<file path="config.mk">
export PLATFORM = sky130hd
export DESIGN_NAME = inst_queue
export DESIGN_NICKNAME = d
export VERILOG_FILES = /design/src/rtl/inst_queue.sv
export SDC_FILE = /design/constraint.sdc
export NUM_CORES = 1
export LEC_CHECK = 0
export CAP_MARGIN = 20
export CORE_ASPECT_RATIO = 1.1
export CORE_MARGIN = 2
export CORE_UTILIZATION = 31
export DETAILED_ROUTE_END_ITERATION = 8
export SLEW_MARGIN = 10
export SYNTH_ARGS = -nofsm -noshare
export SYNTH_HDL_FRONTEND = slang
export SYNTH_SLANG_ARGS = --single-unit
export TNS_END_PERCENT = 30
</file>
<file path="constraint.sdc">
create_clock -name clk -period 10.6 [get_ports clk]
set_clock_uncertainty 0.2 [all_clocks]
set_input_delay 1.59 -clock clk [delete_from_list [all_inputs] [get_ports clk]]
set_output_delay 1.59 -clock clk [all_outputs]
set_load 0.1 [all_outputs]
</file>
<file path="src/rtl/inst_queue.sv">
// rtl/inst_queue.sv - decoder-to-scoreboard instruction FIFO with branch flush; optional empty-queue bypass via IQ_BYPASS_EN
module inst_queue #(
   parameter int DATA_WD = 137,
   parameter int DEPTH   = 8,
   parameter int PTR_WD  = 3
) (
   input  logic               clk,
   input  logic               resetn,
   input  logic               br_e,
   input  logic               in_valid,
   input  logic [DATA_WD-1:0] in_bus,
   output logic               stall,
   output logic               sb_valid,
   output logic [DATA_WD-1:0] sb_bus,
   input  logic               sb_ready,
   output logic [PTR_WD:0]    iq_count
);

   localparam logic [PTR_WD:0] FULL_CNT = (PTR_WD+1)'(DEPTH);

   // entry storage (no reset: contents are meaningless while count is 0)
   logic [DATA_WD-1:0] mem [DEPTH];

   logic [PTR_WD-1:0] wptr;
   logic [PTR_WD-1:0] rptr;
   logic [PTR_WD:0]   count;

   logic full;
   logic empty;
   logic push;
   logic pop;
   logic wr_en;
   logic rd_adv;

   // count is the only source of full/empty
   assign full  = (count == FULL_CNT);
   assign empty = (count == '0);

   // stall decodes registered count only; a flush releases it immediately
   assign stall = full & ~br_e;

   // a held bundle repeated while stalled is never qualified as a push
   assign push = in_valid & ~stall & ~br_e;
   assign pop  = sb_valid & sb_ready & ~br_e;

`ifdef IQ_BYPASS_EN
   logic bypass;

   // empty queue: present the incoming bundle directly to the scoreboard
   assign bypass   = empty & in_valid & ~br_e & resetn;
   assign sb_valid = (~empty | bypass) & ~br_e;
   assign sb_bus   = empty ? in_bus : mem[rptr];

   // a bypassed bundle taken in the same cycle never touches storage
   assign wr_en  = push & ~(bypass & sb_ready);
   assign rd_adv = pop & ~bypass;
`else
   // pure registered FIFO: a pushed bundle is visible one cycle later
   assign sb_valid = ~empty & ~br_e;
   assign sb_bus   = mem[rptr];

   assign wr_en  = push;
   assign rd_adv = pop;
`endif

   assign iq_count = count;

   // write the accepted bundle into the tail entry
   always_ff @(posedge clk) begin
      if (wr_en) begin
         mem[wptr] <= in_bus;
      end
   end

   // write pointer: advances on push, power-of-two depth wraps naturally
   always_ff @(posedge clk or negedge resetn) begin
      if (!resetn) begin
         wptr <= '0;
      end else if (br_e) begin
         wptr <= '0;
      end else if (wr_en) begin
         wptr <= wptr + 1'b1;
      end
   end

   // read pointer: advances on pop of a stored entry
   always_ff @(posedge clk or negedge resetn) begin
      if (!resetn) begin
         rptr <= '0;
      end else if (br_e) begin
         rptr <= '0;
      end else if (rd_adv) begin
         rptr <= rptr + 1'b1;
      end
   end

   // occupancy: simultaneous push and pop leave it unchanged
   always_ff @(posedge clk or negedge resetn) begin
      if (!resetn) begin
         count <= '0;
      end else if (br_e) begin
         count <= '0;
      end else if (wr_en && !rd_adv) begin
         count <= count + 1'b1;
      end else if (rd_adv && !wr_en) begin
         count <= count - 1'b1;
      end
   end

endmodule

</file>
==> impl_metrics.json, run 1 <==
{
  "synth_area_leaders": "edfxtp_1 79%, mux4_2 15%, mux2_2 3.7%, dfrtp_1 0.60%, clkbuf_1 0.26%",
  "ys_types": 34,
  "synthFlopType": "edfxtp_1",
  "synth_most_common_cell": "edfxtp_1",
  "grt_usage": 0.1289,
  "ctsResizeCount": 0,
  "grt_pass1_wl_um": 130600,
  "cap_viol_max_count": 0,
  "critPathArrivalTime_ns": 4.91,
  "synth_area_sq_mm": 0.04170,
  "synth_top_cell_by_area": "edfxtp_1",
  "clkTransAtPathRegs_ns": 0.06,
  "numCtsBuffers": 112,
  "yosys_warnings": 0,
  "grt_overflow_total": 0,
  "drive_above_1_share": 0.2920,
  "die_area_sq_mm": 0.1375,
  "drt-initial-drc-count": 1563,
  "tightest_slew_ns": 1.131,
  "max_clock_freq_mhz": 149.2,
  "core_sq_mm": 0.1339,
  "num-nets-final": 2162,
  "worstHoldPathCells": 1,
  "crit_cells": 5,
  "synth.top_cell.area_share": 0.7893,
  "status": "completed",
  "dr.pass1.iters": 4,
  "hpwl_um": 48330,
  "ant_nets": 0,
  "grt_max_degree": 127,
  "remaining_drc_errors": 0,
  "initial_utilization": 0.3114,
  "fin_setup_tns_ns": 0,
  "powerDensity_mw_per_mm2": 249.0,
  "path_cells": "buf_4, buf_4, mux4_2, mux2_2, clkdlybuf4s50_1",
  "wl_um": 89070,
  "syn_nets": 1810,
  "crit_path_end_kind": "output port",
  "async_flop_share": 0.009042,
  "cpPeakStageDelay_ns": 1.20,
  "clk_latency_ns": 0.71,
  "cpMaxStageDelayCell": "clkdlybuf4s50_1",
  "rows": 141,
  "htree_levels": 3,
  "crit_path_max_fanout": 70,
  "worst_path_dominant_cell_family": "buffers and inverters",
  "io_buffers": 284,
  "area_growth_pct": 20.77,
  "ir_worst_vdd_uv": 257.4,
  "antenna_found_initial": 13,
  "cts_tree": "done",
  "reg2reg_depth": 6,
  "hold_class": "register to register",
  "synthCells": 1663,
  "avgSynthCellArea_sq_um": 25.07,
  "grt_pass1_vias": 19850,
  "cts_sinks": 1106,
  "avgRoutedWirePerCell_um": 22.86,
  "ys_seq_elements": 1106,
  "cp.required_ns": 8.81,
  "worstSetupStartpointType": "register",
  "p_leak_nw": 15.19,
  "hold_viol": 0,
  "synth_edf_count": 1096,
  "vias": 18530,
  "min_period_over_period": 0.6321,
  "die_h_um": 388.7,
  "crit_type": "register to output port",
  "routabilityCongestion": 0.7157,
  "synthTopCellsByCount": "1096 x edfxtp_1, 274 x mux4_2, 138 x mux2_2",
  "clockBufferDepth": 3,
  "setup_viol": 0,
  "cpMostUsedCell": "buf_4",
  "postCtsSetupRepairBufs": 0,
  "min_period_ns": 6.701,
  "ioPinCount": 285,
  "hold_ws_ns": 0.3954,
  "cts_root_buf": "clkbuf_16",
  "maxSlewViolCount": 0,
  "die_w_um": 353.7,
  "yosysSeqAreaShare": 0.7953,
  "vias_per_cell": 4.755,
  "holdBufCountCts": 0,
  "rsz0062_at_grt": "no",
  "crit_buf_inv": 3,
  "relSlewSlack": 0.2434
}
[power breakdown]
part / switching, W / total (W) / leakage [nW] / internal, W
registers: 0.0000819 / 0.00503 / 10.0 / 0.00495
logic: 0.00248 / 0.00369 / 3.44 / 0.00121
clock network: 0.00163 / 0.00381 / 1.73 / 0.00219
total: 0.00419 / 0.0125 / 15.2 / 0.00835
[through the flow]
stage | util | cells | area [sq um] | worst slack, ns | power, W
CTS | 0.3760 | 3893 | 50350 | 3.736 | 0.01272
finish | 0.3761 | 3897 | 50360 | 3.899 | 0.01254
floorplan | - | 1663 | 41700 | -1.588 | 0.008028
global route | 0.3760 | 3896 | 50350 | 3.650 | 0.01299
detailed placement | 0.3492 | 3688 | 46760 | 4.550 | 0.008876
global placement | 0.3492 | 3688 | 46760 | 4.630 | 0.008835
[cell families (layout without fill, tap and decap cells)]
| kind of cell | after synthesis | after routing | share of synthesized area |
|---|---|---|---|
| fa+ha+maj | 5 | 5 | 0.001680 |
| flops | 1106 | 1106 | 0.7953 |
| buf+inv | 82 | 525 | 0.009422 |
| other cells | 0 | 4 | 0 |
| xor+xnor | 5 | 5 | 0.001231 |
| compound gates | 16 | 16 | 0.002641 |
| simple gates | 37 | 37 | 0.004441 |
| mux | 412 | 412 | 0.1853 |
[routing by layer]
layer	track usage	up-vias	wire, um
met5	0	-	114
met4	0.04588	16	2419
met3	0.02850	152	4375
met2	0.2256	419	46230
met1	0.1560	10070	35930
li1	-	7879	-
[layout by cell type (no fill, tap or decap), drive strengths merged, types with 5 or more instances in the layout]
master         Yosys  final
clkdlybuf4s50      0    284
edfxtp          1096   1096
nor2              15     15
nand2              8      8
bufinv             0      9
inv                3      9
nand2b             5      5
clkbuf            29    139
buf               50     33
dfrtp             10     10
clkinv             0     44
mux4             274    274
clkinvlp           0      7
mux2             138    138
[registers in the layout, summed over array words and instances, names as in the netlist]
| name | count |
|---|---|
| iq_count | 4 |
| wptr | 3 |
| mem | 1096 |
| rptr | 3 |
[worst reg2reg max path, cell delays in order, from the launching register on]
cell and delay (ns):
dfrtp_1 0.44, or4b_4 0.26, and3b_1 0.25, nand2_1 0.24, nor2_4 0.49, buf_4 0.68
buf_4 0.76
[cell type report]
class | instances | area, sq um
Fill cell | 11870 | 83550
Sequential cell | 1106 | 33170
Multi-Input combinational cell | 475 | 8203
Timing Repair Buffer | 317 | 3141
Clock buffer | 139 | 2925
Tap cell | 1787 | 2236
Clock inverter | 66 | 656.9
Inverter | 3 | 11.26
Antenna cell | 4 | 10.01
[final timing paths]
kind | from | endpoint | slack (ns)
worst max-delay path | rptr[1] | sb_bus[5] | 3.90
worst min-delay path | iq_count[3] | iq_count[3] | 0.40
worst max register to register | iq_count[3] | mem[7][81] | 6.75
worst min register to register | iq_count[3] | iq_count[3] | 0.40
max in group asynchronous | resetn | rptr[1] | 8.81
min in group asynchronous | resetn | iq_count[1] | 1.01
Note: power is estimated with default switching activity, not from simulation.
==> run 2: changes to the inputs <==
==> constraint.sdc (replaced) <==
create_clock -name clk -period 6.3 [get_ports clk]
set_clock_uncertainty 0.2 [all_clocks]
set_input_delay 0.945 -clock clk [delete_from_list [all_inputs] [get_ports clk]]
set_output_delay 0.945 -clock clk [all_outputs]
set_load 0.1 [all_outputs]
==> run 2 against run 1 <==
  * Final cell count up 0.23%
  * Combinational power grew 73%
  * Worst hold slack got worse by 0.031 ns
  * Non-clock buffer count grew 26
  * Critical path type unchanged
==> impl_metrics.json, run 2 (synthesis gave the netlist of run 1 again) <==
{
  "status": "completed",
  "maxSlewViolCount": 0,
  "clkTransAtPathRegs_ns": 0.06,
  "initial_utilization": 0.3114,
  "clk_latency_ns": 0.71,
  "htree_levels": 3,
  "wl_um": 91280,
  "antenna_found_initial": 12,
  "hold_viol": 0,
  "area_growth_pct": 21.91,
  "clockBufferDepth": 3,
  "core_sq_mm": 0.1339,
  "largest_register_ffs": 1096,
  "ir_worst_vdd_uv": 404.4,
  "crit_type": "register to output port",
  "multi_input_area_sq_mm": 0.008209,
  "grt_pass1_vias": 20130,
  "max_clock_freq_mhz": 195.5,
  "seq_area_sq_mm": 0.03317,
  "hpwl_um": 50500,
  "placed_area_sq_mm": 0.04737,
  "cp.required_ns": 5.15,
  "final_cell_mix": "1096 x edfxtp_1, 284 x clkdlybuf4s50_1, 274 x mux4_2, 138 x mux2_2, 111 x clkbuf_16",
  "max_flop_register": "mem",
  "dr.pass1.iters": 5,
  "hold_class": "input port to async pin",
  "grt_usage": 0.1317,
  "drive_above_1_share": 0.3001,
  "relSlewSlack": 0.2419,
  "io_buffers": 284,
  "die_w_um": 353.7,
  "rows": 141,
  "rsz0062_at_grt": "no",
  "layout_commonest_cell": "edfxtp_1",
  "grt_pass1_wl_um": 133500,
  "drt-initial-drc-count": 1238,
  "fin_setup_tns_ns": 0,
  "avgRoutedWirePerCell_um": 23.37,
  "cap_viol_max_count": 0,
  "min_period_over_period": 0.8117,
  "critPathArrivalTime_ns": 3.97,
  "vias_per_cell": 4.710,
  "worstSetupStartpointType": "register",
  "design_area_sq_mm": 0.05083,
  "crit_path_end_kind": "output port",
  "ioPinCount": 285,
  "routabilityCongestion": 0.6856,
  "setup_viol": 0,
  "die_h_um": 388.7,
  "fillers": 11840,
  "remaining_drc_errors": 0,
  "min_period_ns": 5.114,
  "vias": 18400,
  "crit_path_max_fanout": 76,
  "cts_root_buf": "clkbuf_16",
  "die_area_sq_mm": 0.1375,
  "holdBufCountCts": 0,
  "ant_nets": 0,
  "ctsResizeCount": 0,
  "powerDensity_mw_per_mm2": 415.2,
  "cts_tree": "done",
  "num-nets-final": 2187,
  "grt_overflow_total": 0,
  "reg2reg_depth": 5,
  "cts_sinks": 1106,
  "p_leak_nw": 15.37,
  "grt_max_degree": 77,
  "postCtsSetupRepairBufs": 0,
  "tightest_slew_ns": 1.134,
  "numCtsBuffers": 111
}
run 2: per-stage QoR:
| step | hold WS (ns) | std cells | setup slack (ns) | util | power [W] |
|---|---|---|---|---|---|
| after detailed placement | 0.3651 | 3713 | 1.654 | 0.3538 | 0.01507 |
| after CTS | 0.2982 | 3902 | 0.8264 | 0.3794 | 0.02139 |
| after global routing | 0.3530 | 3906 | 0.9975 | 0.3796 | 0.02185 |
| final | 0.3645 | 3906 | 1.186 | 0.3796 | 0.02110 |
| after global placement | 0.3527 | 3710 | 1.662 | 0.3531 | 0.01498 |
| after floorplan | 0.3480 | 1663 | -1.864 | - | 0.01350 |
run 2: layout make-up:
cell class,instances,area share
timing repair buffer,343,0.07409
sequential,1106,0.6526
antenna,3,0.0001477
clock inverter,57,0.01130
inverter,3,0.0002215
multi-input combinational,475,0.1615
tap,1787,0.04398
clock buffer,132,0.05619
run 2: path summary, 6_finish.rpt:
check / from / endpoint / slack, ns
max in group asynchronous: resetn / rptr[2] / 5.15
worst max-delay path: rptr[1] / sb_bus[105] / 1.19
worst max register to register: iq_count[0] / mem[6][88] / 3.06
worst min register to register: iq_count[3] / iq_count[3] / 0.38
worst min-delay path: resetn / rptr[1] / 0.36
min in group clk: iq_count[3] / iq_count[3] / 0.38
run 2: report_power, final:
part / internal [W] / leakage (nW) / switching [W]
Clock: 0.00355 / 1.67 / 0.00270
Combinational: 0.00215 / 3.68 / 0.00422
Sequential: 0.00833 / 10.0 / 0.000142
Total: 0.0140 / 15.4 / 0.00707
run 2: routing by layer:
layer,track usage,share of wire,up-vias
met5,0,0.0011,-
met4,0.04836,0.025,14
met3,0.02981,0.053,143
met2,0.2269,0.51,421
met1,0.1617,0.41,9919
li1,-,-,7901
run 2: worst max-delay path, cell delays in order (launching register included):
cell,delay [ns]
dfrtp_4,0.99
buf_12,0.47
mux4_2,0.37
mux2_2,0.28
clkdlybuf4s50_1,1.00
